File: src/rtl/control_maxpool_layer1_if.sv
// Stream interface between the layer-1 convolution stage and the layer-1
// max-pooling stage: a valid-qualified pixel stream going in and a
// valid-qualified pooled stream (with pooled-map coordinates) coming out.
interface control_maxpool_layer1_if #(
    parameter int DATA_W = 16
);
    logic                     valid_in;
    logic signed [DATA_W-1:0] data_in;
    logic                     valid_out;
    logic signed [DATA_W-1:0] data_out;
    logic        [31:0]       out_col;
    logic        [31:0]       out_row;
    logic                     frame_done;

    // Producer side: drives conv pixels, observes pooled results.
    modport master (
        output valid_in,
        output data_in,
        input  valid_out,
        input  data_out,
        input  out_col,
        input  out_row,
        input  frame_done
    );

    // Pooling stage side: consumes conv pixels, drives pooled results.
    modport slave (
        input  valid_in,
        input  data_in,
        output valid_out,
        output data_out,
        output out_col,
        output out_row,
        output frame_done
    );
endinterface

File: src/rtl/control_maxpool_layer1.sv
// Layer-1 2x2 / stride-2 max pooling over a raster-ordered conv stream.
// Even columns are parked in a hold register, odd columns form the
// horizontal max of the pair. Even rows store that pair max in a half-row
// line buffer; odd rows combine it with the stored value and emit one pooled
// result per window, registered, one cycle after the window's last pixel.
module control_maxpool_layer1 #(
    parameter int WIDTH  = 4,
    parameter int HEIGHT = 4,
    parameter int DATA_W = 16
) (
    input  logic                     clk,
    input  logic                     rst,
    control_maxpool_layer1_if.slave  bus
);

    localparam int HALF_W = WIDTH / 2;
    localparam int COL_W  = (WIDTH  > 2) ? $clog2(WIDTH)  : 1;
    localparam int ROW_W  = (HEIGHT > 2) ? $clog2(HEIGHT) : 1;
    localparam int IDX_W  = (HALF_W > 1) ? $clog2(HALF_W) : 1;

    localparam logic [COL_W-1:0] COL_LAST = COL_W'(WIDTH - 1);
    localparam logic [ROW_W-1:0] ROW_LAST = ROW_W'(HEIGHT - 1);

    // Odd or degenerate frame sizes cannot be tiled by 2x2 windows.
    if ((WIDTH < 2) || ((WIDTH % 2) != 0)) begin : g_badWidth
        $error("control_maxpool_layer1: WIDTH must be even and >= 2");
    end
    if ((HEIGHT < 2) || ((HEIGHT % 2) != 0)) begin : g_badHeight
        $error("control_maxpool_layer1: HEIGHT must be even and >= 2");
    end

    logic        [COL_W-1:0]  col_q, col_d;
    logic        [ROW_W-1:0]  row_q, row_d;
    logic signed [DATA_W-1:0] hold_q, hold_d;
    logic signed [DATA_W-1:0] dataOut_q, dataOut_d;
    logic        [31:0]       outCol_q, outCol_d;
    logic        [31:0]       outRow_q, outRow_d;
    logic                     validOut_q, validOut_d;
    logic                     frameDone_q, frameDone_d;

    logic signed [DATA_W-1:0] lineBuf_q [HALF_W];

    logic        [IDX_W-1:0]  lbIdx;
    logic signed [DATA_W-1:0] lineRd;
    logic signed [DATA_W-1:0] hMax;
    logic signed [DATA_W-1:0] vMax;
    logic                     colOdd;
    logic                     rowOdd;
    logic                     colLast;
    logic                     rowLast;
    logic                     lbWrite;

    assign colOdd  = col_q[0];
    assign rowOdd  = row_q[0];
    assign colLast = (col_q == COL_LAST);
    assign rowLast = (row_q == ROW_LAST);

    // Each horizontal pixel pair owns one line-buffer slot.
    assign lbIdx   = IDX_W'(col_q >> 1);
    assign lineRd  = lineBuf_q[lbIdx];

    // Pair max of the parked even pixel and the current odd pixel, then the
    // window max against the pair stored from the row above.
    assign hMax    = (bus.data_in > hold_q) ? bus.data_in : hold_q;
    assign vMax    = (lineRd > hMax) ? lineRd : hMax;

    // The top row of every window deposits its pair max for the row below.
    assign lbWrite = !rst && bus.valid_in && colOdd && !rowOdd;

    // Next-state logic: everything freezes unless a pixel is accepted.
    always_comb begin
        col_d       = col_q;
        row_d       = row_q;
        hold_d      = hold_q;
        dataOut_d   = dataOut_q;
        outCol_d    = outCol_q;
        outRow_d    = outRow_q;
        validOut_d  = 1'b0;
        frameDone_d = 1'b0;

        if (bus.valid_in) begin
            if (colLast) begin
                col_d = '0;
                row_d = rowLast ? '0 : row_q + ROW_W'(1);
            end else begin
                col_d = col_q + COL_W'(1);
            end

            if (!colOdd) begin
                hold_d = bus.data_in;
            end else if (rowOdd) begin
                validOut_d  = 1'b1;
                dataOut_d   = vMax;
                outCol_d    = 32'(col_q >> 1);
                outRow_d    = 32'(row_q >> 1);
                frameDone_d = colLast && rowLast;
            end
        end
    end

    // Tracking counters, hold register and registered output stream.
    always_ff @(posedge clk) begin
        if (rst) begin
            col_q       <= '0;
            row_q       <= '0;
            hold_q      <= '0;
            dataOut_q   <= '0;
            outCol_q    <= '0;
            outRow_q    <= '0;
            validOut_q  <= 1'b0;
            frameDone_q <= 1'b0;
        end else begin
            col_q       <= col_d;
            row_q       <= row_d;
            hold_q      <= hold_d;
            dataOut_q   <= dataOut_d;
            outCol_q    <= outCol_d;
            outRow_q    <= outRow_d;
            validOut_q  <= validOut_d;
            frameDone_q <= frameDone_d;
        end
    end

    // Line buffer: no reset, every slot is rewritten before it is read.
    always_ff @(posedge clk) begin
        if (lbWrite) begin
            lineBuf_q[lbIdx] <= hMax;
        end
    end

    assign bus.valid_out  = validOut_q;
    assign bus.data_out   = dataOut_q;
    assign bus.out_col    = outCol_q;
    assign bus.out_row    = outRow_q;
    assign bus.frame_done = frameDone_q;

endmodule

File: src/flat_wrapper.sv
// flat-port wrapper written by rule: the top's interface ports become plain ports
module control_maxpool_layer1_flat 
#(
    parameter int WIDTH  = 4,
    parameter int HEIGHT = 4,
    parameter int DATA_W = 16
)
  (clk, rst, bus_valid_in, bus_data_in, bus_valid_out, bus_data_out, bus_out_col, bus_out_row, bus_frame_done);
  control_maxpool_layer1_if #(.DATA_W(DATA_W)) bus_i ();
  input  logic clk;
  input  logic rst;
  input wire logic [$bits(bus_i.valid_in)-1:0] bus_valid_in;
  input wire logic [$bits(bus_i.data_in)-1:0] bus_data_in;
  output wire logic [$bits(bus_i.valid_out)-1:0] bus_valid_out;
  output wire logic [$bits(bus_i.data_out)-1:0] bus_data_out;
  output wire logic [$bits(bus_i.out_col)-1:0] bus_out_col;
  output wire logic [$bits(bus_i.out_row)-1:0] bus_out_row;
  output wire logic [$bits(bus_i.frame_done)-1:0] bus_frame_done;
  assign bus_i.valid_in = bus_valid_in;
  assign bus_i.data_in = bus_data_in;
  assign bus_valid_out = bus_i.valid_out;
  assign bus_data_out = bus_i.data_out;
  assign bus_out_col = bus_i.out_col;
  assign bus_out_row = bus_i.out_row;
  assign bus_frame_done = bus_i.frame_done;
  control_maxpool_layer1 #(.WIDTH(WIDTH), .HEIGHT(HEIGHT), .DATA_W(DATA_W)) u_core (.clk(clk), .rst(rst), .bus(bus_i));
endmodule
File: config.mk
export PLATFORM = sky130hd
export DESIGN_NAME = control_maxpool_layer1_flat
export DESIGN_NICKNAME = d
export VERILOG_FILES = /design/src/rtl/control_maxpool_layer1_if.sv /design/src/rtl/control_maxpool_layer1.sv /design/src/flat_wrapper.sv
export SDC_FILE = /design/constraint.sdc
export NUM_CORES = 1
export LEC_CHECK = 0
export ABC_AREA = 1
export CAP_MARGIN = 30
export CELL_PAD_IN_SITES_DETAIL_PLACEMENT = 1
export CELL_PAD_IN_SITES_GLOBAL_PLACEMENT = 2
export CORE_MARGIN = 5
export CORE_UTILIZATION = 31
export CTS_CLUSTER_SIZE = 40
export DETAILED_ROUTE_END_ITERATION = 8
export HOLD_SLACK_MARGIN = 0.15
export PLACE_DENSITY_LB_ADDON = 0.05
export RECOVER_POWER = 50
export SLEW_MARGIN = 20
export SYNTH_ARGS = -nofsm -noshare
export SYNTH_HDL_FRONTEND = slang
export SYNTH_SLANG_ARGS = --single-unit
File: constraint.sdc
create_clock -name clk -period 5.7 [get_ports clk]
set_input_delay 0.57 -clock clk [delete_from_list [all_inputs] [get_ports clk]]
set_output_delay 0.57 -clock clk [all_outputs]
set_load 0.01 [all_outputs]
### Word level (Yosys, flattened, before mapping)

Memory sizes are Yosys's and may differ from the RTL's. A register that Yosys moved wholly into a read port is not among the register bits.
Index checks and enable logic that the tools add are counted.

* register bits: 40
* RAM bits: 32
* input bits: 19
* output and inout bits: 82
* memories: 1

* $add $sub $neg: 2
* order comparisons: 2
* equality and inequality tests: 2
* multiplexer cells: 9
* bitwise logic cells: 3
* reductions and logical operators: 11

Memories
* u_core.lineBuf_q: depth 2, width 16, read ports 1, clocked after memory_dff 1, wr ports 1, RTL line control_maxpool_layer1.sv:41 `logic signed [DATA_W-1:0] lineBuf_q [HALF_W];`

Operator list (number)
* $gt A16 B16 Y1: 2
* $mux W16: 2
* $mux W1: 5
* $add A2 B1 Y2 const B: 2
* $eq A2 B2 Y1 const B: 2
* $logic_and A1 B1 Y1: 4
* $mux W2: 2
* $reduce_and A2 Y1: 2
* $reduce_or A4 Y1: 1
* $not A1 Y1: 3
* $reduce_and A3 Y1: 1
* $reduce_or A3 Y1: 1
* $logic_not A1 Y1: 2

### Depth between registers and ports, before layout

Gate-level depths: netlist (run 1).

* word-level depth: 6
* gate-level depth with buffers: 30
* depth with buffers taken out: 28

### Least setup slack after synthesis (run 1)

Ideal clock, no wire load.

* path kind: input port to flip-flop
* from: input bus_data_in[15]
* to: register u_core.dataOut_q[8], in the netlist u_core.bus.data_out[8]
* setup time: 0.141 ns
* data arrival time: 3.355 ns
* required time: 5.559 ns
* setup slack: 2.204 ns
* stages on the path: 25
* path buffers: 2
* cell sequence: ha_1 nand2_2 inv_1 nand2_1 nand2_1 a21oi_1 nand4_1 nand2_4 buf_12 nand3_2 nand2_1 inv_1 ha_1 a21oi_1 nor2_1 nor2_1 and2_1 nand3_1 nand2_2 buf_2 nand3_1 nand2_1 clkinv_1 nand2_1 a21oi_1

* cells in the longest elaborated chain, start to end: 4

Ends and longest elaborated chain
* start: declaration: RTL line flat_wrapper.sv:13 `input wire logic [$bits(bus_i.data_in)-1:0] bus_data_in;`
* $gt A16 B16 Y1: RTL line control_maxpool_layer1.sv:64 `assign hMax = (bus.data_in > hold_q) ? bus.data_in : hold_q;`
* $mux W16: RTL line control_maxpool_layer1.sv:64
* via u_core.hMax[13]: RTL line control_maxpool_layer1.sv:45 `logic signed [DATA_W-1:0] hMax;`
* $gt A16 B16 Y1: RTL line control_maxpool_layer1.sv:65 `assign vMax = (lineRd > hMax) ? lineRd : hMax;`
* $mux W16: RTL line control_maxpool_layer1.sv:65
* end signal: assignment: RTL line control_maxpool_layer1.sv:116 `dataOut_q <= dataOut_d;`
* end: declaration: RTL line control_maxpool_layer1.sv:35 `logic signed [DATA_W-1:0] dataOut_q, dataOut_d;`

The timed path passes the listed nets, and every way through them passes these cells.
A chain may end at the register's enable or synchronous reset.

### Worst setup path in the final report (run 1)

* from: input bus_data_in[15]
* to: register u_core.dataOut_q[1], in the netlist u_core.bus.data_out[1]

Same word-level chain as after synthesis.

==> metrics.yaml, run 1 <==
status: "finished, final reports clean"
grtUsageTotal_pct: 14.6
rr_endpoint: "u_core.bus.data_out[1]$_SDFFE_PP0P_"
fin_util_pct: 35.6
rsz0062_at_grt: "false"
cts.clk_slew.worst_paths_ns: 0.06
ys_ff_latch: 73
finalCritPeriodShare_pct: 78.8
dieArea_sq_um: 17700
drt_iter0_drc: 132
die_h_um: 133
ys_seq_area_share_pct: 37.9
setup_viol: 0
diodes: 0
h-tree-depth: 3
wl_um: 12500
drive_gt1_share_pct: 7.80
synthCells: 613
met2_usage_pct: 22.4
ctsHoldBuffers: 0
cts_buffer_depth: 2
r2r_start: "u_core.hold_q[15]$_SDFFE_PP0P_"
grt_pass1_vias: 3857
grt-ovfl-total: 0
critical_path.startpoint_type: "primary input"
vias: 3710
drc_errors: 0
finalSetupTns_ns: 0
grt_max_degree: 31
drv_slew: 0
pin_count: 101
power_density_nw_per_um2: 288
worstHoldStart: "u_core.bus.data_out[8]$_SDFFE_PP0P_"
crit_arrival_ns: 4.74
hold_end: "u_core.bus.data_out[8]$_SDFFE_PP0P_"
use_met1_pct: 20.4
layout.nets: 702
clock_skew_ns: 0.00986
start_util_pct: 31.3
yosys.area.top_type: "edfxtp_1"
cts_tree: "done"
synth.area.top_cells: "edfxtp_1, dfxtp_1, nand2_1"
post-cts-setup-buffers: 0
antenna_found_initial: 0
synth_warnings: 0
busiest_layer: "met2"
postRouteAntennaNets: 0
place_area_sq_um: 5070
n_fill_cell: 1854
dpl.hpwl_um: 10000
num_rows: 45
drt-pass1-iter-count: 4
cts_resized: 0
via_per_inst: 4.41
synth_area_sq_um: 4700
grt_pass1_wl_um: 20200
fin_crit_ns: 4.49
gp_congestion: 0.767
critical_path_class: "primary input to register"
use_met3_pct: 3.36
cts_buffers: 9
cts-root-buf: "clkbuf_16"
hold_depth: 2
die_w_um: 133
cts_sinks: 73
detail_route.wl_per_cell_um: 14.8
synth.distinct_cells: 28
yosys.area.top_type_share_pct: 20.4
maxSlewHeadroom_pct: 12.3
reg2reg_slack_ns: 1.57
final_design_area_no_fill_sq_um: 5350
hold_viol: 0
end_kind: "register"
worst_slew_pin_slew_ns: 1.32
cp.required_ns: 5.95
syn_avg_cell_area_sq_um: 7.67
ir_worst_vdd_mv: 0.137
leakagePower_uw: 0.00257
cp_max_fo: 17
cap_violations: 0
coreArea_sq_um: 15000
timing.fmax_ghz: 0.223
worstHoldPathType: "register to register"
port-buffer-count: 38
clock_latency_ns: 0.34
ff2ff_path_depth: 24
area.growth.synth_to_final_pct: 13.6
stage by stage:
stage	cells	hold WS (ns)	setup slack [ns]	power (uW)
6_report	842	0.464	1.21	1540
5_1_grt	842	0.488	0.748	1650
4_1_cts	842	0.466	1.20	1570
3_5_place_dp	826	0.456	0.821	985
3_3_place_gp	823	0.455	0.951	973
2_1_floorplan	674	0.448	2.20	911
cell usage in the layout (no fill, tap or decap), drive strengths merged, types with 16 or more instances in the layout:
| cell | count |
|---|---|
| nand2 | 153 |
| inv | 100 |
| conb | 62 |
| nand3 | 56 |
| a21oi | 45 |
| dfxtp | 41 |
| o21ai | 37 |
| ha | 34 |
| edfxtp | 32 |
| dlygate4sd3 | 22 |
| nor2 | 18 |
| clkdlybuf4s50 | 16 |
metal layers:
metal	up-vias	routed length, um
li1	1895	-
met1	1731	6450
met2	70	5440
met3	14	413
met4	0	199
met5	-	0
registers in the layout, summed over array words and instances (netlist names), named ones only:
name and flops:
u_core.col_q 2, u_core.bus.out_row 1, u_core.hold_q 16, u_core.bus.data_out 16
u_core.row_q 2, u_core.bus.out_col 1, u_core.bus.valid_out 1, u_core.lineBuf_q 32
u_core.bus.frame_done 1
worst max path at each step:
stage          slack, ns                             endpoint            start
6_report            1.21  u_core.bus.data_out[1]$_SDFFE_PP0P_  bus_data_in[15]
3_5_place_dp        0.82  u_core.bus.data_out[1]$_SDFFE_PP0P_  bus_data_in[15]
3_3_place_gp        0.95  u_core.bus.data_out[1]$_SDFFE_PP0P_  bus_data_in[15]
5_1_grt             0.75  u_core.bus.data_out[1]$_SDFFE_PP0P_  bus_data_in[15]
2_1_floorplan       2.20  u_core.bus.data_out[8]$_SDFFE_PP0P_  bus_data_in[15]
4_1_cts             1.20  u_core.bus.data_out[1]$_SDFFE_PP0P_  bus_data_in[15]
critical path, stage by stage:
cell and delay (ns):
clkdlybuf4s50_1 0.47, ha_1 0.41, nand2_2 0.13, inv_1 0.04, nand2_1 0.05, nand2_1 0.05
a21oi_1 0.23, nand3_2 0.11, nand2_1 0.09, nand3_2 0.28, nand2_1 0.19, nand2_1 0.15
inv_1 0.09, ha_1 0.25, a21oi_1 0.15, nor2_1 0.05, nor2_1 0.15, and2_1 0.16
nand3_1 0.09, nand2_2 0.27, nand2_2 0.30, nand3_1 0.23, nand2_1 0.08, a21oi_1 0.12
synth_stat cells (all sizes together):
library cell	count
nand2	153
inv	100
buf	68
nand3	56
a21oi	45
dfxtp	41
o21ai	37
ha	34
edfxtp	32
nor2	18
clkbuf	13
clkinv	5
nand4	5
and2	1
and3	1
conb	1
mux2i	1
nor3	1
o21bai	1
cell families (layout without fill, tap and decap cells):
family | count (synthesis) | count (layout) | share of synthesized area [%]
buf+inv | 186 | 166 | 20.5
fa+ha+maj | 34 | 34 | 9.04
flops | 73 | 73 | 37.9
other cells | 1 | 62 | 0.0797
simple gates | 235 | 235 | 22.7
compound gates | 83 | 83 | 9.68
mux | 1 | 1 | 0.213
power breakdown:
part | total (uW) | internal (uW) | switching (uW)
clock | 573 | 348 | 226
combinational | 381 | 120 | 261
sequential | 585 | 574 | 11.3
area by class of cell:
class                           count  area (sq um)  area share, %
Sequential cell                    73          1780           33.3
Clock buffer                       10           239           4.47
Tap cell                          188           235           4.40
Clock inverter                      6          57.6           1.08
Inverter                          105           394           7.37
Timing Repair Buffer               45           449           8.40
Multi-Input combinational cell    415          2190           41.0
Power figures use the tool's default switching activity.
==> inputs of run 2 (changes only) <==
--- a/config.mk
+++ b/config.mk
@@ -10,7 +10,7 @@
 export CELL_PAD_IN_SITES_DETAIL_PLACEMENT = 1
 export CELL_PAD_IN_SITES_GLOBAL_PLACEMENT = 2
 export CORE_MARGIN = 5
-export CORE_UTILIZATION = 31
+export CORE_UTILIZATION = 29
 export CTS_CLUSTER_SIZE = 40
 export DETAILED_ROUTE_END_ITERATION = 8
 export HOLD_SLACK_MARGIN = 0.15
==> constraint.sdc (replaced) <==
create_clock -name clk -period 4.4 [get_ports clk]
set_input_delay 0.44 -clock clk [delete_from_list [all_inputs] [get_ports clk]]
set_output_delay 0.44 -clock clk [all_outputs]
set_load 0.01 [all_outputs]
==> run 2 against run 1 <==
Flip-flop and latch count is the same. First-iteration DRC count grew 8.3%. Global-route usage shrank 0.45 points. Largest power group unchanged. Combinational power grew 38%. Sequential share of layout area shrank 0.64 points. Clock skew shrank 0.0034 ns. Critical endpoint is now u_core.bus.data_out[14]$_SDFFE_PP0P_. Cell count grew 4.4%. Core utilization shrank 1.2 points. Register-to-register slack lost 0.93 ns. Via count grew 1.2%.
==> metrics.yaml, run 2 (same netlist as run 1, synthesis figures left out) <==
grt-ovfl-total: 0
end_kind: "register"
hold_viol: 0
whs_ns: 0.468
grt_pass1_vias: 3813
die_h_um: 137
timing.fmax_ghz: 0.253
area.growth.synth_to_final_pct: 15.9
gp_congestion: 0.786
cp.required_ns: 4.61
drt-pass1-iter-count: 4
rsz0062_at_grt: "false"
final_cell_count_no_fill: 879
drt_iter0_drc: 143
cts-root-buf: "clkbuf_16"
final.setup.worst_slack_ns: 0.446
final_design_area_no_fill_sq_um: 5450
worst_slew_pin_slew_ns: 1.16
clock_latency_ns: 0.34
n_fill_cell: 1988
status: "finished, final reports clean"
start_util_pct: 29.6
clock_skew_ns: 0.00650
drc_errors: 0
leakagePower_uw: 0.00261
num_rows: 46
mostFrequentLayoutCell: "nand2_1"
cts_buffers: 9
dieArea_sq_um: 18900
worstHoldPathType: "register to register"
cp_max_fo: 8
wl_um: 12800
cts_tree: "done"
layout.nets: 711
crit_top_cell: "nand2_1"
pin_count: 101
cts_sinks: 73
finalCritPeriodShare_pct: 89.9
grt_max_degree: 31
critical_path_class: "primary input to register"
coreArea_sq_um: 15900
die_w_um: 137
diodes: 0
cap_violations: 0
crit_path_top_delay_cell: "clkdlybuf4s50_1"
crit_path_max_incr_delay_ns: 0.45
largest_register_ffs: 32
dpl.hpwl_um: 10000
via_per_inst: 4.27
postRouteAntennaNets: 0
antenna_found_initial: 0
fin_crit_ns: 3.95
grt_pass1_wl_um: 20400
power_density_nw_per_um2: 371
h-tree-depth: 3
setup_viol: 0
placedCellCount: 859
ir_worst_vdd_mv: 0.190
final_cell_mix: "nand2_1, inv_1, conb_1"
hold_depth: 2
largest_register: "u_core.lineBuf_q"
crit_arrival_ns: 4.17
vias: 3755
pre_cts_ws_ns: -0.0483
detail_route.wl_per_cell_um: 14.5
maxSlewHeadroom_pct: 22.5
cts.clk_slew.worst_paths_ns: 0.06
cts_buffer_depth: 2
critical_path.startpoint_type: "primary input"
drv_slew: 0
place_area_sq_um: 5110
port-buffer-count: 38
drive_gt1_share_pct: 9.05
grtUsageTotal_pct: 14.2
ff2ff_path_depth: 29
## run 2: power breakdown
group          switching, uW  leakage (uW)  internal [uW]  total [uW]
clock                    303      0.000143            433         736
sequential              16.8      0.000628            743         760
combinational            341       0.00184            185         526
total                    661       0.00261           1360        2020
## run 2: stage by stage
| step | total power, uW | util (%) | setup TNS, ns |
|---|---|---|---|
| 4_1_cts | 2030 | 34.0 | 0 |
| 2_1_floorplan | 1180 | - | 0 |
| 5_1_grt | 2160 | 34.3 | 0 |
| 3_5_place_dp | 1280 | 32.1 | -0.246 |
| 3_3_place_gp | 1280 | 32.1 | -0.0634 |
| 6_report | 2020 | 34.3 | 0 |
## run 2: path summary, 6_finish.rpt
path / slack [ns] / startpoint / endpoint
hold reg to reg: 0.47 / u_core.bus.data_out[14]$_SDFFE_PP0P_ / u_core.bus.data_out[14]$_SDFFE_PP0P_
setup reg to reg: 0.64 / u_core.hold_q[15]$_SDFFE_PP0P_ / u_core.bus.data_out[14]$_SDFFE_PP0P_
setup / recovery: 0.45 / bus_data_in[15] / u_core.bus.data_out[14]$_SDFFE_PP0P_
hold / removal: 0.47 / u_core.bus.data_out[14]$_SDFFE_PP0P_ / u_core.bus.data_out[14]$_SDFFE_PP0P_
## run 2: cell type report
cell class                 instances  area, sq um  area share [%]
tap                              216          270            4.96
clock inverter                     5         37.5           0.689
inverter                         105          394            7.23
multi-input combinational        415         2190            40.2
sequential                        73         1780            32.7
clock buffer                      11          264            4.84
timing repair buffer              54          514            9.43
## run 2: routing by layer
layer,track usage [%],up-vias,share of wire [%]
met3,1.97,10,3.0
met1,20.1,1763,51
li1,-,1908,-
met4,4.82,0,1.2
met2,22.1,74,45
met5,0,-,0
## run 2: what timing repair did
| action | 4_1_cts | 5_1_grt |
|---|---|---|
| setup buffers | 0 | 4 |
| hold buffers | 0 | 0 |
| endpoints found under the setup margin | 0 | 2 |
| gates resized for setup | 0 | 0 |
| endpoints found under the hold margin | 0 | 0 |
## run 2: worst max-delay path, delay by kind of cell
kind	cells	cell delay, ns
buffers and inverters	6	0.94
AND/OR/NAND/NOR	19	1.77
adder cells (fa/ha/maj)	2	0.69
AO/OA/AOI/OAI	2	0.32
